`config.mk`:
```
export PLATFORM = sky130hd
export DESIGN_NAME = uart_result_encoder
export DESIGN_NICKNAME = d
export VERILOG_FILES = /design/src/rtl/calc_pkg.sv /design/src/rtl/calc_nib2ascii.sv /design/src/rtl/uart_result_encoder.sv
export SDC_FILE = /design/constraint.sdc
export NUM_CORES = 1
export LEC_CHECK = 0
export CORE_MARGIN = 2
export CORE_UTILIZATION = 40
export DETAILED_ROUTE_END_ITERATION = 8
export SYNTH_ARGS = -nofsm -noshare
export SYNTH_HDL_FRONTEND = slang
export SYNTH_SLANG_ARGS = --single-unit
```
`constraint.sdc`:
```
create_clock -name clk -period 2.3 [get_ports clk]
set_input_delay 0.46 -clock clk [delete_from_list [all_inputs] [get_ports clk]]
set_output_delay 0.46 -clock clk [all_outputs]
set_load 0.01 [all_outputs]
```
`src/rtl/calc_pkg.sv`:
```
// Shared calculator definitions: ASCII bytes, dtype and opcode values,
// and the result-encoder state encoding.
package calc_pkg;

    localparam logic [7:0] ASC_I     = 8'h49;
    localparam logic [7:0] ASC_O     = 8'h4F;
    localparam logic [7:0] ASC_E     = 8'h45;
    localparam logic [7:0] ASC_SPACE = 8'h20;
    localparam logic [7:0] ASC_EQ    = 8'h3D;
    localparam logic [7:0] ASC_PLUS  = 8'h2B;
    localparam logic [7:0] ASC_MINUS = 8'h2D;
    localparam logic [7:0] ASC_STAR  = 8'h2A;
    localparam logic [7:0] ASC_SLASH = 8'h2F;
    localparam logic [7:0] ASC_CR    = 8'h0D;
    localparam logic [7:0] ASC_LF    = 8'h0A;
    localparam logic [7:0] ASC_0     = 8'h30;
    localparam logic [7:0] ASC_A     = 8'h41;

    localparam logic [3:0] DT_UNSIGNED = 4'h1;
    localparam logic [3:0] DT_SIGNED   = 4'h2;

    localparam logic [4:0] OP_ADD = 5'h01;
    localparam logic [4:0] OP_SUB = 5'h02;
    localparam logic [4:0] OP_MUL = 5'h04;
    localparam logic [4:0] OP_DIV = 5'h08;

    localparam logic [2:0] ST_IDLE  = 3'd0;
    localparam logic [2:0] ST_HEAD  = 3'd1;
    localparam logic [2:0] ST_SPACE = 3'd2;
    localparam logic [2:0] ST_ERR   = 3'd3;
    localparam logic [2:0] ST_SIGN  = 3'd4;
    localparam logic [2:0] ST_DIGIT = 3'd5;
    localparam logic [2:0] ST_CR    = 3'd6;
    localparam logic [2:0] ST_LF    = 3'd7;

endpackage

```
`src/rtl/calc_nib2ascii.sv`:
```
// Converts one hex nibble to its uppercase ASCII character.
module calc_nib2ascii
    import calc_pkg::*;
(
    input  logic [3:0] nib_i,
    output logic [7:0] ascii_o
);

    always_comb begin
        if (nib_i < 4'd10) begin
            ascii_o = ASC_0 + {4'h0, nib_i};
        end else begin
            ascii_o = ASC_A + {4'h0, nib_i - 4'd10};
        end
    end

endmodule

```
`src/rtl/uart_result_encoder.sv`:
```
// Serialises a captured calculator result into an ASCII response frame,
// one byte per valid/ready handshake, pulsing done after the final LF.
module uart_result_encoder
    import calc_pkg::*;
#(
    parameter int DIGITS = 8
) (
    input  logic                  clk,
    input  logic                  n_rst,
    input  logic                  start,
    input  logic [4*DIGITS-1:0]   result,
    input  logic [3:0]            dtype,
    input  logic                  err,
    output logic [7:0]            tx_data,
    output logic                  tx_valid,
    input  logic                  tx_ready,
    output logic                  busy,
    output logic                  done
);

    localparam int RES_W = 4 * DIGITS;
    localparam int CNT_W = (DIGITS > 1) ? $clog2(DIGITS) : 1;
    localparam logic [CNT_W-1:0] CNT_LOAD = CNT_W'(DIGITS - 1);

    logic [2:0]       state_q, state_d;
    logic [7:0]       tx_data_q, tx_data_d;
    logic             tx_valid_q, tx_valid_d;
    logic             busy_q, busy_d;
    logic             done_q, done_d;
    logic [RES_W-1:0] mag_q, mag_d;
    logic             err_q, err_d;
    logic             sgn_q, sgn_d;
    logic             neg_q, neg_d;
    logic [CNT_W-1:0] cnt_q, cnt_d;

    logic             xfer;
    logic             in_signed;
    logic             in_neg;
    logic [RES_W-1:0] mag_shift;
    logic [3:0]       nib;
    logic [7:0]       nib_ascii;

    assign xfer      = tx_valid_q && tx_ready;
    assign in_signed = (dtype == DT_SIGNED);
    assign in_neg    = in_signed && result[RES_W-1];
    assign mag_shift = mag_q << 4;

    // Entering DIGIT shows the top nibble; inside DIGIT the next byte is
    // the nibble below it, which becomes the top once mag shifts.
    assign nib = (state_q == ST_DIGIT) ? mag_shift[RES_W-1 -: 4] : mag_q[RES_W-1 -: 4];

    calc_nib2ascii u_nib2ascii (
        .nib_i   (nib),
        .ascii_o (nib_ascii)
    );

    always_comb begin
        // NOTE: every next-state signal takes its hold value first so no path
        // through the case statement can infer a latch.
        state_d    = state_q;
        tx_data_d  = tx_data_q;
        tx_valid_d = tx_valid_q;
        busy_d     = busy_q;
        done_d     = 1'b0;
        mag_d      = mag_q;
        err_d      = err_q;
        sgn_d      = sgn_q;
        neg_d      = neg_q;
        cnt_d      = cnt_q;

        case (state_q)
            ST_IDLE: begin
                if (start) begin
                    mag_d      = in_neg ? (~result + RES_W'(1)) : result;
                    err_d      = err;
                    sgn_d      = in_signed;
                    neg_d      = in_neg;
                    state_d    = ST_HEAD;
                    tx_data_d  = ASC_O;
                    tx_valid_d = 1'b1;
                    busy_d     = 1'b1;
                end
            end
            ST_HEAD: begin
                if (xfer) begin
                    state_d   = ST_SPACE;
                    tx_data_d = ASC_SPACE;
                end
            end
            ST_SPACE: begin
                if (xfer) begin
                    if (err_q) begin
                        state_d   = ST_ERR;
                        tx_data_d = ASC_E;
                    end else if (sgn_q) begin
                        state_d   = ST_SIGN;
                        tx_data_d = neg_q ? ASC_MINUS : ASC_PLUS;
                    end else begin
                        state_d   = ST_DIGIT;
                        tx_data_d = nib_ascii;
                        cnt_d     = CNT_LOAD;
                    end
                end
            end
            ST_SIGN: begin
                if (xfer) begin
                    state_d   = ST_DIGIT;
                    tx_data_d = nib_ascii;
                    cnt_d     = CNT_LOAD;
                end
            end
            ST_DIGIT: begin
                if (xfer) begin
                    if (cnt_q == '0) begin
                        state_d   = ST_CR;
                        tx_data_d = ASC_CR;
                    end else begin
                        mag_d     = mag_shift;
                        cnt_d     = cnt_q - CNT_W'(1);
                        tx_data_d = nib_ascii;
                    end
                end
            end
            ST_ERR: begin
                if (xfer) begin
                    state_d   = ST_CR;
                    tx_data_d = ASC_CR;
                end
            end
            ST_CR: begin
                if (xfer) begin
                    state_d   = ST_LF;
                    tx_data_d = ASC_LF;
                end
            end
            ST_LF: begin
                if (xfer) begin
                    state_d    = ST_IDLE;
                    tx_data_d  = 8'h00;
                    tx_valid_d = 1'b0;
                    busy_d     = 1'b0;
                    done_d     = 1'b1;
                end
            end
            default: begin
                state_d    = ST_IDLE;
                tx_data_d  = 8'h00;
                tx_valid_d = 1'b0;
                busy_d     = 1'b0;
            end
        endcase
    end

    always_ff @(posedge clk or negedge n_rst) begin
        if (!n_rst) begin
            state_q    <= ST_IDLE;
            tx_data_q  <= 8'h00;
            tx_valid_q <= 1'b0;
            busy_q     <= 1'b0;
            done_q     <= 1'b0;
            mag_q      <= '0;
            err_q      <= 1'b0;
            sgn_q      <= 1'b0;
            neg_q      <= 1'b0;
            cnt_q      <= '0;
        end else begin
            state_q    <= state_d;
            tx_data_q  <= tx_data_d;
            tx_valid_q <= tx_valid_d;
            busy_q     <= busy_d;
            done_q     <= done_d;
            mag_q      <= mag_d;
            err_q      <= err_d;
            sgn_q      <= sgn_d;
            neg_q      <= neg_d;
            cnt_q      <= cnt_d;
        end
    end

    assign tx_data  = tx_data_q;
    assign tx_valid = tx_valid_q;
    assign busy     = busy_q;
    assign done     = done_q;

endmodule

```
==> results.toml, run 1 <==
[critical_path]
worst_setup_path_start_kind = "input pin"
worst_ep_arrival_time_ns = 2.42
crit_path_end = "mag_q[28]"
r2r_cells = 5
required_ns = 2.54
path_max_fanout = 6
r2r-start = "state_q[2]"
rr_endpoint = "mag_q[0]"
critPathCaptureType = "flip-flop"
crit_path_start = "result[12]"
rrSetupSlack_ns = 0.22
critical_path_class = "in2reg"

[pwr]
peakVddDrop_uv = 347
power.leakage_nw = 1.87
power_density_nw_per_um2 = 976

[final_layout]
final_layout_size_suffix_gt1_share_pct = 18.5
final_common_cell = "buf_4"
final_cell_mix = "buf_4 (61), dfrtp_1 (50), clkdlybuf4s50_1 (47)"
antenna_cells = 0
syn_to_final_growth_pct = 32.5
nNetsFinal = 542

[global_route]
antenna_found_initial = 0
overflow = 0
grt_max_degree = 27
grt_pass1_wl_mm = 16.1
grt_pass1_vias = 3410
track_usage_pct = 21.9

[clock_network]
clock_latency_ns = 0.31
cts.sinks = 50
clockBufferDepth = 2
cts_made_buffers = 5
clockRootBuffer = "clkbuf_8"
cts_setup_buffers = 0
cts.clk_slew.worst_paths_ns = 0.10
htree_num_levels = 2
cts_tree = "done"

[logic_synthesis]
ys_ff_latch = 50
synth-main-ff-cell = "dfrtp_1"
yosys.area.top_type_share_pct = 36.5
syn_inst = 406
ys_warn_count = 0
async_flop_share_pct = 100
synth_top_cell_by_area = "dfrtp_1"
synth-edff-count = 0
syn_area_per_cell_um2 = 8.44
yosysSeqAreaShare_pct = 36.5
syn-num-nets = 451
synth_area_leaders = "dfrtp_1 (36%), nor2_1 (4.6%), nand2_1 (4.3%), a222oi_1 (3.8%), o21ai_1 (3.5%)"
syn_area_um2 = 3430
synth_cell_type_count = 62

[sta]
period_minus_slack_ns = 2.18
finalWorstSetupSlack_ns = 0.116
finClkSkew_ns = 0.0122
holdWs_ns = 0.0801
post-route-period-util_pct = 95.0
slew_viol_final = 0
worst_pin_slew_ns = 0.857
fmax_ghz = 0.458
max-slew-margin-rel_pct = 42.8
setup-tns-final_ns = 0
rsz0062_at_grt = "false"
setup_violations = 0
report.final.hold_viol_count = 0

[placed_design]
pre_cts_slack_ns = -0.282
hpwl_mm = 7.46
port_buffers = 50
gp_congestion = 0.881

[route]
dr_total_vias = 3586
ant_nets = 0
top_layer_used = "met4"
drc_errors = 0
viasPerCell = 5.95
wl_met2_mm = 4.92
detail_route.iter0.violations = 226
drt-met1-wl_mm = 4.38
firstDrtPassIters = 6
wl_per_cell_um = 16.2
drt_wl_total_mm = 9.80
dr_wl_met3_um = 442

[floorplan]
dieArea_um2 = 9330
die_w_um = 96.6
floorplan.initialDensity_pct = 41.5
row_count = 33
core_area_um2 = 8260
die_h_um = 96.6
io-pin-count = 52

[min_path]
worstHoldPathType = "in2async"

[status]
status = "finished, final reports clean"

[run]
drv_cap = 0
## kinds of logic after synthesis
| family | Yosys count | share of synthesized area, % |
|---|---|---|
| compound gates | 131 | 26.2 |
| xor+xnor | 13 | 3.32 |
| fa+ha+maj | 4 | 1.46 |
| buf+inv | 42 | 5.47 |
| flops | 50 | 36.5 |
| mux | 10 | 2.99 |
| other cells | 1 | 0.109 |
| simple gates | 155 | 23.9 |
## critical path, cell delays in order
cell and delay, ns:
clkdlybuf4s50_1 0.42, or4_4 0.58, nor4_4 0.34, buf_2 0.24, buf_4 0.14, a41oi_1 0.10, o21ai_1 0.14
## what timing repair did
item	CTS	global route
endpoints found under the setup margin	0	9
hold buffers	0	0
gates resized for setup	0	6
## per-stage QoR
stage	total power, mW	utilization (%)	std cells	area [um^2]
after floorplan	2.97	-	406	3430
after global placement	3.86	53.6	594	4420
after detailed placement	3.90	53.6	594	4420
after CTS	4.45	54.7	602	4520
after global routing	4.80	55.0	603	4540
final	4.43	55.0	603	4540
## registers in the layout (all words and copies together), names as in the netlist
register  count
err_q         1
busy          1
mag_q        32
cnt_q         3
tx_data       7
neg_q         1
state_q       3
done          1
sgn_q         1
## how the worst min path moves through the flow
stage                     start         to  slack, ns  cells past startpoint
final                     n_rst  mag_q[29]       0.08                      1
after global routing      n_rst  mag_q[29]       0.09                      1
after global placement    n_rst  mag_q[29]       0.43                      1
after CTS                 n_rst  mag_q[29]       0.09                      1
after floorplan           n_rst       busy       0.16                      0
after detailed placement  n_rst  mag_q[29]       0.42                      1
## synthesized netlist by cell type (all sizes together) (5+ instances only)
master	count
a211oi	6
a21oi	15
a222oi	13
a311oi	5
a31oi	6
a41oi	7
buf	10
clkbuf	21
dfrtp	50
inv	11
mux2i	8
nand2	39
nand3	12
nand3b	6
nor2	42
nor3	21
nor4	7
o211ai	7
o21ai	45
or4	6
xnor2	9
## cell type report
class	instances	area, um^2
multi-input combinational	314	2010
inverter	11	41.3
tap	105	131
sequential	50	1250
timing repair buffer	115	1010
clock buffer	6	82.6
fill	772	3720
clock inverter	2	12.5
## report_power, final
part / switching [mW] / total, mW / internal (mW)
sequential: 0.289 / 1.50 / 1.22
clock: 0.304 / 0.547 / 0.243
combinational: 1.36 / 2.38 / 1.02
## layer usage
metal / up-vias / GRT usage (%)
li1: 1720 / -
met1: 1757 / 29.3
met2: 103 / 37.8
met3: 6 / 2.64
met4: 0 / 4.81
met5: - / 0
(Power assumes the default switching activity.)
==> run 2: changes to the inputs <==
- HOLD_SLACK_MARGIN: default -> 0.02
==> results of run 2 <==
Final layout, timing and power as in run 1 (identical DEF).
